## config.mk

```make
export PLATFORM = sky130hd
export DESIGN_NAME = proc_frame_ctrl_flat
export DESIGN_NICKNAME = d
export VERILOG_FILES = /design/src/rtl/proc_frame_ctrl_if.sv /design/src/rtl/proc_frame_ctrl.sv /design/src/flat_wrapper.sv
export SDC_FILE = /design/constraint.sdc
export NUM_CORES = 1
export LEC_CHECK = 0
export CAP_MARGIN = 25
export CORE_MARGIN = 2
export CORE_UTILIZATION = 40
export DETAILED_ROUTE_END_ITERATION = 10
export GPL_TIMING_DRIVEN = 0
export PLACE_DENSITY = 0.63
export RECOVER_POWER = 50
export SETUP_SLACK_MARGIN = 0.05
export SYNTH_ARGS = -nofsm -noshare
export SYNTH_HDL_FRONTEND = slang
export SYNTH_SLANG_ARGS = --single-unit
```

## constraint.sdc

```tcl
create_clock -name clk -period 7 [get_ports clk]
set_input_delay 1.75 -clock clk [delete_from_list [all_inputs] [get_ports clk]]
set_output_delay 1.75 -clock clk [all_outputs]
set_load 0.1 [all_outputs]
```

## src/rtl/proc_frame_ctrl_if.sv

```systemverilog
// proc_frame_ctrl_if: CPU register bus between the host and the frame sequencer
interface proc_frame_ctrl_if;
  logic        reg_sel;
  logic        reg_we;
  logic [2:0]  reg_addr;
  logic [31:0] reg_wdata;
  logic [31:0] reg_rdata;
  modport master (output reg_sel, reg_we, reg_addr, reg_wdata, input reg_rdata);
  modport slave (input reg_sel, reg_we, reg_addr, reg_wdata, output reg_rdata);
endinterface

```

## src/rtl/proc_frame_ctrl.sv

```systemverilog
// proc_frame_ctrl: register-programmed frame sequencer for the pixel datapath
module proc_frame_ctrl #(
  parameter int FRAME_PIXELS = 1048576,
  parameter int WARMUP       = 2051,
  parameter int TIMEOUT      = 65535,
  parameter int FLUSH_CYC    = 2
) (
  input  logic             clk,
  input  logic             rstn,
  proc_frame_ctrl_if.slave bus,
  input  logic             in_fire,
  input  logic             out_valid,
  output logic [1:0]       mode_o,
  output logic [71:0]      kernel_o,
  output logic             dp_run,
  output logic             dp_rstn,
  output logic             irq
);
  localparam logic [2:0] IDLE = 3'd0, FLUSH = 3'd1, RUN = 3'd2, DRAIN = 3'd3, DONE = 3'd4;
  localparam int WW = $clog2(TIMEOUT + 1);
  localparam int FW = $clog2(FLUSH_CYC + 1);
  localparam logic [20:0] FP = 21'(FRAME_PIXELS);
  localparam logic [20:0] FP_CONV = 21'(FRAME_PIXELS - WARMUP);
  logic [2:0]    state, state_n;
  logic [FW-1:0] fl_cnt;
  logic [WW-1:0] wd;
  logic [20:0]   in_cnt, out_cnt, exp_cnt;
  logic [1:0]    mode_stg;
  logic [71:0]   ker_stg;
  logic          irq_en, done, tmo, ovf, run_q;
  logic          wr, ctrl_wr, stat_wr, start, abort, in_ok, out_ok, to_hit;
  logic [31:0]   rd_mux;
  assign wr      = bus.reg_sel & bus.reg_we;
  assign ctrl_wr = wr & (bus.reg_addr == 3'd0);
  assign stat_wr = wr & (bus.reg_addr == 3'd4);
  assign start   = ctrl_wr & bus.reg_wdata[0] & ~bus.reg_wdata[1] & (state == IDLE);
  assign abort   = ctrl_wr & bus.reg_wdata[1] & (state != IDLE);
  assign exp_cnt = (mode_o == 2'd2) ? FP_CONV : FP;
  assign dp_run  = state == RUN;
  assign dp_rstn = state != FLUSH;
  assign in_ok   = (dp_run | run_q) & (in_cnt < FP);
  assign out_ok  = ((state == RUN) | (state == DRAIN)) & (out_cnt < exp_cnt);
  assign to_hit  = (state == DRAIN) & ~out_valid & (out_cnt != exp_cnt) & (wd == WW'(TIMEOUT - 1));
  // frame sequencing; abort overrides every other transition
  always_comb begin
    state_n = state;
    case (state)
      IDLE:    state_n = start ? FLUSH : IDLE;
      FLUSH:   state_n = (fl_cnt == FW'(FLUSH_CYC - 1)) ? RUN : FLUSH;
      RUN:     state_n = (in_fire & in_ok & (in_cnt == FP - 21'd1)) ? DRAIN : RUN;
      DRAIN:   state_n = ((out_cnt == exp_cnt) | to_hit) ? DONE : DRAIN;
      DONE:    state_n = IDLE;
      default: state_n = IDLE;
    endcase
    if (abort) state_n = IDLE;
  end
  // state, flush/watchdog timers and pixel counters
  always_ff @(posedge clk or negedge rstn) begin
    if (!rstn) begin
      state   <= IDLE;
      run_q   <= 1'b0;
      fl_cnt  <= '0;
      wd      <= '0;
      in_cnt  <= '0;
      out_cnt <= '0;
    end else begin
      state   <= state_n;
      run_q   <= dp_run;
      fl_cnt  <= (state == FLUSH) ? fl_cnt + FW'(1) : '0;
      wd      <= ((state == DRAIN) & ~out_valid) ? wd + WW'(1) : '0;
      in_cnt  <= start ? '0 : in_cnt + 21'(in_fire & in_ok);
      out_cnt <= start ? '0 : out_cnt + 21'(out_valid & out_ok);
    end
  end
  // staged/shadow configuration, sticky flags and interrupt
  always_ff @(posedge clk or negedge rstn) begin
    if (!rstn) begin
      mode_stg <= '0;
      ker_stg  <= '0;
      irq_en   <= 1'b0;
      mode_o   <= '0;
      kernel_o <= '0;
      done     <= 1'b0;
      tmo      <= 1'b0;
      ovf      <= 1'b0;
      irq      <= 1'b0;
    end else begin
      if (ctrl_wr) begin
        mode_stg <= bus.reg_wdata[3:2];
        irq_en   <= bus.reg_wdata[4];
      end
      if (wr & (bus.reg_addr == 3'd1)) ker_stg[31:0] <= bus.reg_wdata;
      if (wr & (bus.reg_addr == 3'd2)) ker_stg[63:32] <= bus.reg_wdata;
      if (wr & (bus.reg_addr == 3'd3)) ker_stg[71:64] <= bus.reg_wdata[7:0];
      if (start) begin
        mode_o   <= bus.reg_wdata[3:2];
        kernel_o <= ker_stg;
      end
      done <= ((state == DONE) & ~abort) | (done & ~(stat_wr & bus.reg_wdata[1]));
      tmo  <= (to_hit & ~abort) | (tmo & ~(stat_wr & bus.reg_wdata[2]));
      ovf  <= (in_fire & ~in_ok)
            | (out_valid & ((out_cnt == exp_cnt) | (state == IDLE) | (state == FLUSH)))
            | (ovf & ~(stat_wr & bus.reg_wdata[3]));
      irq  <= irq_en & (done | tmo);
    end
  end
  // register read mux
  always_comb begin
    rd_mux = '0;
    case (bus.reg_addr)
      3'd0:    rd_mux = {27'd0, irq_en, mode_stg, 2'b00};
      3'd1:    rd_mux = ker_stg[31:0];
      3'd2:    rd_mux = ker_stg[63:32];
      3'd3:    rd_mux = {24'd0, ker_stg[71:64]};
      3'd4:    rd_mux = {25'd0, state, ovf, tmo, done, state != IDLE};
      3'd5:    rd_mux = {11'd0, in_cnt};
      3'd6:    rd_mux = {11'd0, out_cnt};
      default: rd_mux = '0;
    endcase
  end
  // registered read data, held until the next read
  always_ff @(posedge clk or negedge rstn) begin
    if (!rstn) bus.reg_rdata <= '0;
    else if (bus.reg_sel & ~bus.reg_we) bus.reg_rdata <= rd_mux;
  end
endmodule

```

## src/flat_wrapper.sv

```systemverilog
// flat-port wrapper written by rule: the top's interface ports become plain ports
module proc_frame_ctrl_flat 
#(
  parameter int FRAME_PIXELS = 1048576,
  parameter int WARMUP       = 2051,
  parameter int TIMEOUT      = 65535,
  parameter int FLUSH_CYC    = 2
)
  (clk, rstn, in_fire, out_valid, mode_o, kernel_o, dp_run, dp_rstn, irq, bus_reg_sel, bus_reg_we, bus_reg_addr, bus_reg_wdata, bus_reg_rdata);
  proc_frame_ctrl_if bus_i ();
  input  logic clk;
  input  logic rstn;
  input  logic in_fire;
  input  logic out_valid;
  output logic [1:0] mode_o;
  output logic [71:0] kernel_o;
  output logic dp_run;
  output logic dp_rstn;
  output logic irq;
  input wire logic [$bits(bus_i.reg_sel)-1:0] bus_reg_sel;
  input wire logic [$bits(bus_i.reg_we)-1:0] bus_reg_we;
  input wire logic [$bits(bus_i.reg_addr)-1:0] bus_reg_addr;
  input wire logic [$bits(bus_i.reg_wdata)-1:0] bus_reg_wdata;
  output wire logic [$bits(bus_i.reg_rdata)-1:0] bus_reg_rdata;
  assign bus_i.reg_sel = bus_reg_sel;
  assign bus_i.reg_we = bus_reg_we;
  assign bus_i.reg_addr = bus_reg_addr;
  assign bus_i.reg_wdata = bus_reg_wdata;
  assign bus_reg_rdata = bus_i.reg_rdata;
  proc_frame_ctrl #(.FRAME_PIXELS(FRAME_PIXELS), .WARMUP(WARMUP), .TIMEOUT(TIMEOUT), .FLUSH_CYC(FLUSH_CYC)) u_core (.clk(clk), .rstn(rstn), .bus(bus_i), .in_fire(in_fire), .out_valid(out_valid), .mode_o(mode_o), .kernel_o(kernel_o), .dp_run(dp_run), .dp_rstn(dp_rstn), .irq(irq));
endmodule
```

# Yosys cells after proc, flatten, opt, wreduce, memory -nomap -nowiden
# Cells that the tools add are included.
dict set report op_classes {
  addsub 4
  eq_ne 17
  n_reduce_logical 3
  bitwise_logic 50
  mux 12
  magnitude_cmp 2
}
# operator n
set op_table {}
lappend op_table {{32-bit case mux with 7 select lines} 1}
lappend op_table {{21-bit two-way mux} 3}
lappend op_table {{21-bit adder} 2}
lappend op_table {{1-bit bitwise AND} 32}
lappend op_table {{21-bit by 20-bit equality test with 1-bit output (second input constant)} 1}
lappend op_table {{21-bit equality test} 1}
lappend op_table {{21-bit < comparator} 1}
lappend op_table {{21-bit < comparator (second input constant)} 1}
lappend op_table {{21-bit != test} 1}
lappend op_table {{16-bit by 1-bit adder with 16-bit output (second input constant)} 1}
lappend op_table {{16-bit equality test (second input constant)} 1}
lappend op_table {{16-bit two-way mux} 1}
lappend op_table {{3-bit by 2-bit equality test with 1-bit output (second input constant)} 4}
lappend op_table {{3-bit equality test (second input constant)} 4}
lappend op_table {{3-bit case mux with 4 select lines} 1}
lappend op_table {{1-bit bitwise OR} 10}
lappend op_table {{1-bit NOT} 8}
lappend op_table {{3-bit by 1-bit equality test with 1-bit output (second input constant)} 2}
lappend op_table {{3-bit logical NOT} 2}
lappend op_table {{3-bit two-way mux} 2}
lappend op_table {{2-bit two-way mux} 2}
lappend op_table {{3-bit by 1-bit != test with 1-bit output (second input constant)} 1}
lappend op_table {{3-bit nonzero test} 1}
lappend op_table {{2-bit by 1-bit adder with 2-bit output (second input constant)} 1}
lappend op_table {{other kinds (3)} 4}
dict set report totals {
  elab_cells 106
  in_bits 41
  output_inout_bits 109
  reg_bits 249
}

# Logic depth before layout (Yosys ltp)
# Gate-level depths: netlist of run 1.
dict set report depth {
  ltp_word 9
  mapped_depth 15
  ltp_nobuf 15
}

# Least setup slack after synthesis of run 1
# Ideal clock, no wire load.
dict set report synth_timing {
  kind {register to output}
  from {reg u_core.state[0]}
  to {out dp_run}
  path_stages_with_launch 3
  t_arrival_ps 2900
  required_ps 5250
  path_buffers 1
  slack_ps 2350
  cell_sequence {dfrtp_1 -> clkbuf_1 -> nor3b_1}
}
dict set report synth_via {
  elab_chain_len 1
}
# element line
set synth_lines {}
lappend synth_lines {{start: declaration} proc_frame_ctrl.sv:24} ;# logic [2:0] state, state_n;
lappend synth_lines {{start signal: assignment} proc_frame_ctrl.sv:67} ;# state <= state_n;
lappend synth_lines {{3-bit by 2-bit equality test with 1-bit output} proc_frame_ctrl.sv:39} ;# assign dp_run = state == RUN;
lappend synth_lines {{end: declaration} flat_wrapper.sv:17} ;# output logic dp_run;
# Every way passes these cells.

# Worst setup path in the final report of run 1
# Same ends and word-level chain as after synthesis.

==> flow_summary.toml, run 1 <==
[run_status]
status = "finished, violations left"
violations = "capacitance limit, slew limit"

[finish]
num-nets-final = 1325
diodes = 0
area.growth.synth_to_final_pct = 24.3
final_layout_size_suffix_gt1_frac = 0.124
final_cell_mix = "nand2_1 (287), dfrtp_1 (249), clkdlybuf4s50_1 (143), mux2_2 (72), o21ai_0 (65)"
layout_commonest_cell = "nand2_1"
finish.utilization = 0.508

[floorplanning]
die_y_um = 173
dieArea_um2 = 29800
core_area_um2 = 27900
rows = 61
ios = 150
initial_core_util = 0.408
die_w_um = 173

[clock_tree]
postCtsSetupRepairBufs = 0
cts.clk_slew.worst_paths_ns = 0.06
ctsRootBufferMaster = "clkbuf_16"
clockBufferDepth = 3
h-tree-depth = 1
cts-resized-gates = 0
cts_tree = "built"
cts_sinks = 249
numCtsBuffers = 28
insertion_delay_ns = 0.53
cts_hold_buf = 0

[synthesis]
synth.area.top_cells = "dfrtp_1 (55%), nand2_1 (9.5%), mux2_2 (7.1%), ha_1 (2.9%), o21ai_0 (2.8%)"
seq_area_frac_synth = 0.548
yosys_warnings = 0
synth-main-ff-cell = "dfrtp_1"
synth_top_area_cell = "dfrtp_1"
synth_cells = 1078
yosysUniqueCellTypes = 59
synth_area_per_cell_um2 = 10.6
synthesis.area_um2 = 11400
synth_fp_nets = 1145
synth_edf_count = 0
async_reset_ff_frac = 1.00
synth.top_cell.area_share = 0.548
ys_ff_latch = 249

[detailed_routing]
first_iter_violations = 612
ant_nets = 0
wl_per_cell_um = 18.2
vias = 8582
vias_per_cell = 5.19
firstDrtPassIters = 4
routed_wl_mm = 30.1
remaining_drc_errors = 0

[setup_path]
required_ns = 5.25
path_cells = "clkbuf_1, nor3b_1, clkdlybuf4s50_1"
critPathSlowestCell = "clkdlybuf4s50_1"
crit_buf_inv = 2
worst-path-max-fanout = 10
cp_top_family = "buffers and inverters"
path_class = "register to output pin"
cp-start-kind = "register"
end_kind = "output pin"
cpPeakStageDelay_ns = 1.27
arrival_ns = 3.02

[grt]
gr-max-usage-layer = "met2"
grt_start_max_net_pins = 118
grt_usage = 0.202
grt.met2_usage = 0.330
met1_usage = 0.286
gr-total-overflow = 0
gr-usage-met3 = 0.0317
antenna_found_initial = 0
grt_pass1_wl_mm = 48.4
grt_pass1_vias = 8574

[timing]
period_needed_ns = 4.77
max_freq_mhz = 209
max_slew_margin = -0.952
fin_crit_sh = 0.682
drv_slew = 234
fin_ws_ns = 2.23
rsz0062_at_grt = "no"
final_hold_viol_count = 0
setup_viol = 0
tightest_slew_ns = 2.93
fin_worst_skew_ns = 0.0104

[pwr]
power.density_nw_per_um2 = 319
total_power_mw = 4.51
leakagePower_nw = 6.41
ir_drop_v = 0.000211

[placed_design]
dpl_worst_slack_ns = 2.33
place_hpwl_mm = 21.9
io_buffers = 148
gp_congestion = 0.811

[min_path]
hold_path_class = "register to register"

[run]
cap_violations = 2
## per-stage QoR
stage | std cells | hold WS [ns] | setup TNS, ns | area, um^2
after floorplan | 1078 | 0.410 | 0 | 11400
after global placement | 1604 | 0.420 | -1650.33 | 13300
after detailed placement | 1606 | 0.436 | 0 | 13400
after CTS | 1652 | 0.444 | 0 | 14300
after global routing | 1652 | 0.475 | 0 | 14100
final | 1652 | 0.447 | 0 | 14100
## area by class of cell
cell class | instances | area, um^2
plain buffers | 55 | 340
clock buffers | 39 | 803
well taps | 378 | 473
multi-input cells | 761 | 4700
inverters | 13 | 48.8
flip-flops and latches | 249 | 6230
clock inverters | 7 | 63.8
repair buffers | 150 | 1490
fillers | 2555 | 13700
## cell usage after synthesis, drive strengths merged, types with 11 or more instances
| master | n |
|---|---|
| clkbuf | 21 |
| nor2 | 56 |
| xor2 | 13 |
| xnor2 | 26 |
| mux2i | 12 |
| ha | 26 |
| nand2 | 287 |
| buf | 34 |
| inv | 13 |
| a22oi | 11 |
| or3 | 14 |
| a21oi | 25 |
| a22o | 13 |
| a221oi | 14 |
| mux2 | 76 |
| dfrtp | 249 |
| nand3 | 21 |
| o21ai | 66 |
## where the power goes
group          switching, mW  internal (mW)  total [mW]
Clock                  0.574          0.827        1.40
Combinational          0.907          0.367        1.27
Sequential             0.180           1.65        1.83
## layer usage
metal / up-vias / share of wire
li1: 4066 / -
met1: 4272 / 0.47
met2: 199 / 0.46
met3: 45 / 0.047
met4: 0 / 0.018
met5: - / 0
## state kept, by name, summed over array words and instances (netlist names), 2 cells and up
register              cells
u_core.kernel_o          72
u_core.mode_o             2
u_core.out_cnt           21
u_core.in_cnt            21
u_core.state              3
u_core.ker_stg           72
u_core.mode_stg           2
u_core.fl_cnt             2
u_core.bus.reg_rdata     32
u_core.wd                16
## cells by family after synthesis
| logic type | count (synthesis) | synth area share |
|---|---|---|
| multiplexers | 92 | 0.0937 |
| AO/OA/AOI/OAI | 145 | 0.0793 |
| AND/OR/NAND/NOR | 459 | 0.185 |
| XOR/XNOR | 39 | 0.0300 |
| flip-flops | 249 | 0.548 |
| buffers and inverters | 68 | 0.0355 |
| adder cells (fa/ha/maj) | 26 | 0.0286 |
## path summary, 6_finish.rpt
check,endpoint,slack [ns],from,depth (start not counted)
setup / recovery,dp_run,2.23,u_core.state[0]$_DFF_PN0_,3
hold / removal,u_core.fl_cnt[0]$_DFF_PN0_,0.45,u_core.fl_cnt[0]$_DFF_PN0_,1
setup reg to reg,u_core.out_cnt[10]$_DFF_PN0_,2.98,u_core.mode_o[0]$_DFFE_PN0P_,14
hold reg to reg,u_core.fl_cnt[0]$_DFF_PN0_,0.45,u_core.fl_cnt[0]$_DFF_PN0_,1
max in group asynchronous,u_core.wd[5]$_DFF_PN0_,2.24,rstn,2
min in group asynchronous,u_core.ker_stg[45]$_DFFE_PN0P_,1.36,rstn,1
No activity file was read; power rests on OpenSTA's default activity.
==> inputs of run 2 (changes only) <==
- PLACE_DENSITY: 0.63 -> 0.65
- clock period: 7 -> 3.85 ns (I/O delays scaled with it)
==> flow_summary.toml, run 2 (synthesized netlist as in run 1, its figures left out) <==
[detailed_routing]
wl_per_cell_um = 18.0
vias = 8578
vias_per_cell = 5.19
routed_wl_mm = 29.8
routed-wl-met3_mm = 1.40
first_iter_violations = 577
firstDrtPassIters = 5
met2_length_mm = 14.1
ant_nets = 0
met1_length_mm = 13.8
remaining_drc_errors = 0
route.top_layer_used = "met4"

[floorplanning]
initial_core_util = 0.408
core_area_um2 = 27900
die_w_um = 173
dieArea_um2 = 29800
ios = 150
rows = 61
die_y_um = 173

[setup_path]
reg2regPathDepth = 14
r2r_end = "u_core.out_cnt[10]$_DFF_PN0_"
path_class = "input pin to register"
worst_path_most_repeated_cell = "nand2_1"
critPathSlowestCell = "nor4_1"
end_kind = "register"
rrSetupSlack_ns = 0.36
required_ns = 4.28
cpPeakStageDelay_ns = 1.13
cp-start-kind = "input pin"
worst-path-max-fanout = 10
path_cells = "clkdlybuf4s50_1, nand2_1, nor4_1, nand4b_2, clkbuf_1, nand2_1, nand2_1"
r2r-start = "u_core.mode_o[0]$_DFFE_PN0P_"
arrival_ns = 4.05

[timing]
setup_tns_ns = 0
period_needed_ns = 3.62
setup_viol = 0
fin_worst_skew_ns = 0.0158
final_hold_viol_count = 0
tightest_slew_ns = 2.47
max_slew_margin = -0.648
drv_slew = 95
max_freq_mhz = 276
rsz0062_at_grt = "yes"
fin_crit_sh = 0.941

[finish]
area.growth.synth_to_final_pct = 25.5
num-nets-final = 1323
reg_top3 = "u_core.ker_stg: 72 flops, u_core.kernel_o: 72 flops, u_core.bus.reg_rdata: 32 flops"
final_cells = 1653
layout_commonest_cell = "nand2_1"
diodes = 0
final_layout_size_suffix_gt1_frac = 0.130
stdcell_area_um2 = 14300
final_cell_mix = "nand2_1 (287), dfrtp_1 (247), clkdlybuf4s50_1 (144), mux2_2 (72), o21ai_0 (64)"

[placed_design]
place_hpwl_mm = 21.9
io_buffers = 148
placed_cells = 1606
gp_congestion = 0.835
dpl_cell_area_um2 = 13400

[pwr]
total_power_mw = 8.42
ir_drop_v = 0.000307
power.density_nw_per_um2 = 590
leakagePower_nw = 6.47

[grt]
grt_usage = 0.200
antenna_found_initial = 0
gr-total-overflow = 0
grt_pass1_vias = 8535
grt_pass1_wl_mm = 47.9
grt_start_max_net_pins = 104

[clock_tree]
cts_sinks = 249
h-tree-depth = 1
cts.clk_slew.worst_paths_ns = 0.06
cts_tree = "built"
ctsRootBufferMaster = "clkbuf_16"
cts_hold_buf = 0
insertion_delay_ns = 0.54
clockBufferDepth = 3
numCtsBuffers = 27

[run_status]
status = "finished, violations left"
violations = "capacitance limit, slew limit"

[min_path]
hold_path_class = "input pin to async pin"

[run]
cap_violations = 1
[run 2: area by class of cell]
| cell class | count | area, um^2 |
|---|---|---|
| Sequential cell | 249 | 6230 |
| Clock inverter | 11 | 186 |
| Fill cell | 2510 | 13600 |
| Clock buffer | 37 | 763 |
| Multi-Input combinational cell | 761 | 4710 |
| Tap cell | 378 | 473 |
| Buffer | 54 | 335 |
| Inverter | 13 | 48.8 |
| Timing Repair Buffer | 150 | 1520 |
[run 2: worst max-delay path, delay by kind of cell]
family / cells / cell delay [ns]
buffers and inverters: 2 / 0.95
and+or+nand+nor: 5 / 2.13
[run 2: routing by layer]
layer  vias up  GRT usage
li1       4063          -
met1      4274      0.281
met2       201      0.328
met3        40     0.0301
met4         0     0.0470
met5         -          0
[run 2: worst max-delay path by stage]
stage                                       from                        endpoint  slack [ns]  cells after the start
detailed placement  u_core.mode_o[0]$_DFFE_PN0P_    u_core.out_cnt[14]$_DFF_PN0_       -0.19                     14
global route                         bus_reg_sel  u_core.kernel_o[9]$_DFFE_PN0P_        0.03                      7
CTS                    u_core.state[0]$_DFF_PN0_                          dp_run        0.08                      3
global placement                            rstn    u_core.mode_o[0]$_DFFE_PN0P_       -9.83                      1
finish                               bus_reg_sel  u_core.kernel_o[1]$_DFFE_PN0P_        0.23                      7
floorplan           u_core.mode_o[1]$_DFFE_PN0P_    u_core.out_cnt[11]$_DFF_PN0_        0.11                     13
[run 2: where the power goes]
| group | internal [mW] | leakage (nW) | total (mW) | switching [mW] |
|---|---|---|---|---|
| Combinational | 0.676 | 2.71 | 2.33 | 1.65 |
| Sequential | 3.01 | 3.29 | 3.33 | 0.323 |
| Clock | 1.71 | 0.466 | 2.77 | 1.05 |
[run 2: repair_timing]
item / CTS / global route
pin swaps: 0 / 1
gates cloned: 0 / 0
endpoints found under the setup margin: 13 / 13
gates resized for setup: 3 / 3
setup buffers: 0 / 0
[run 2: through the flow]
stage,setup slack (ns),hold WS (ns),util
2_1_floorplan,0.110,0.410,-
3_5_place_dp,-0.188,0.436,0.481
4_1_cts,0.0840,0.342,0.515
6_report,0.228,0.319,0.512
5_1_grt,0.0321,0.346,0.512
3_3_place_gp,-9.83,0.420,0.479
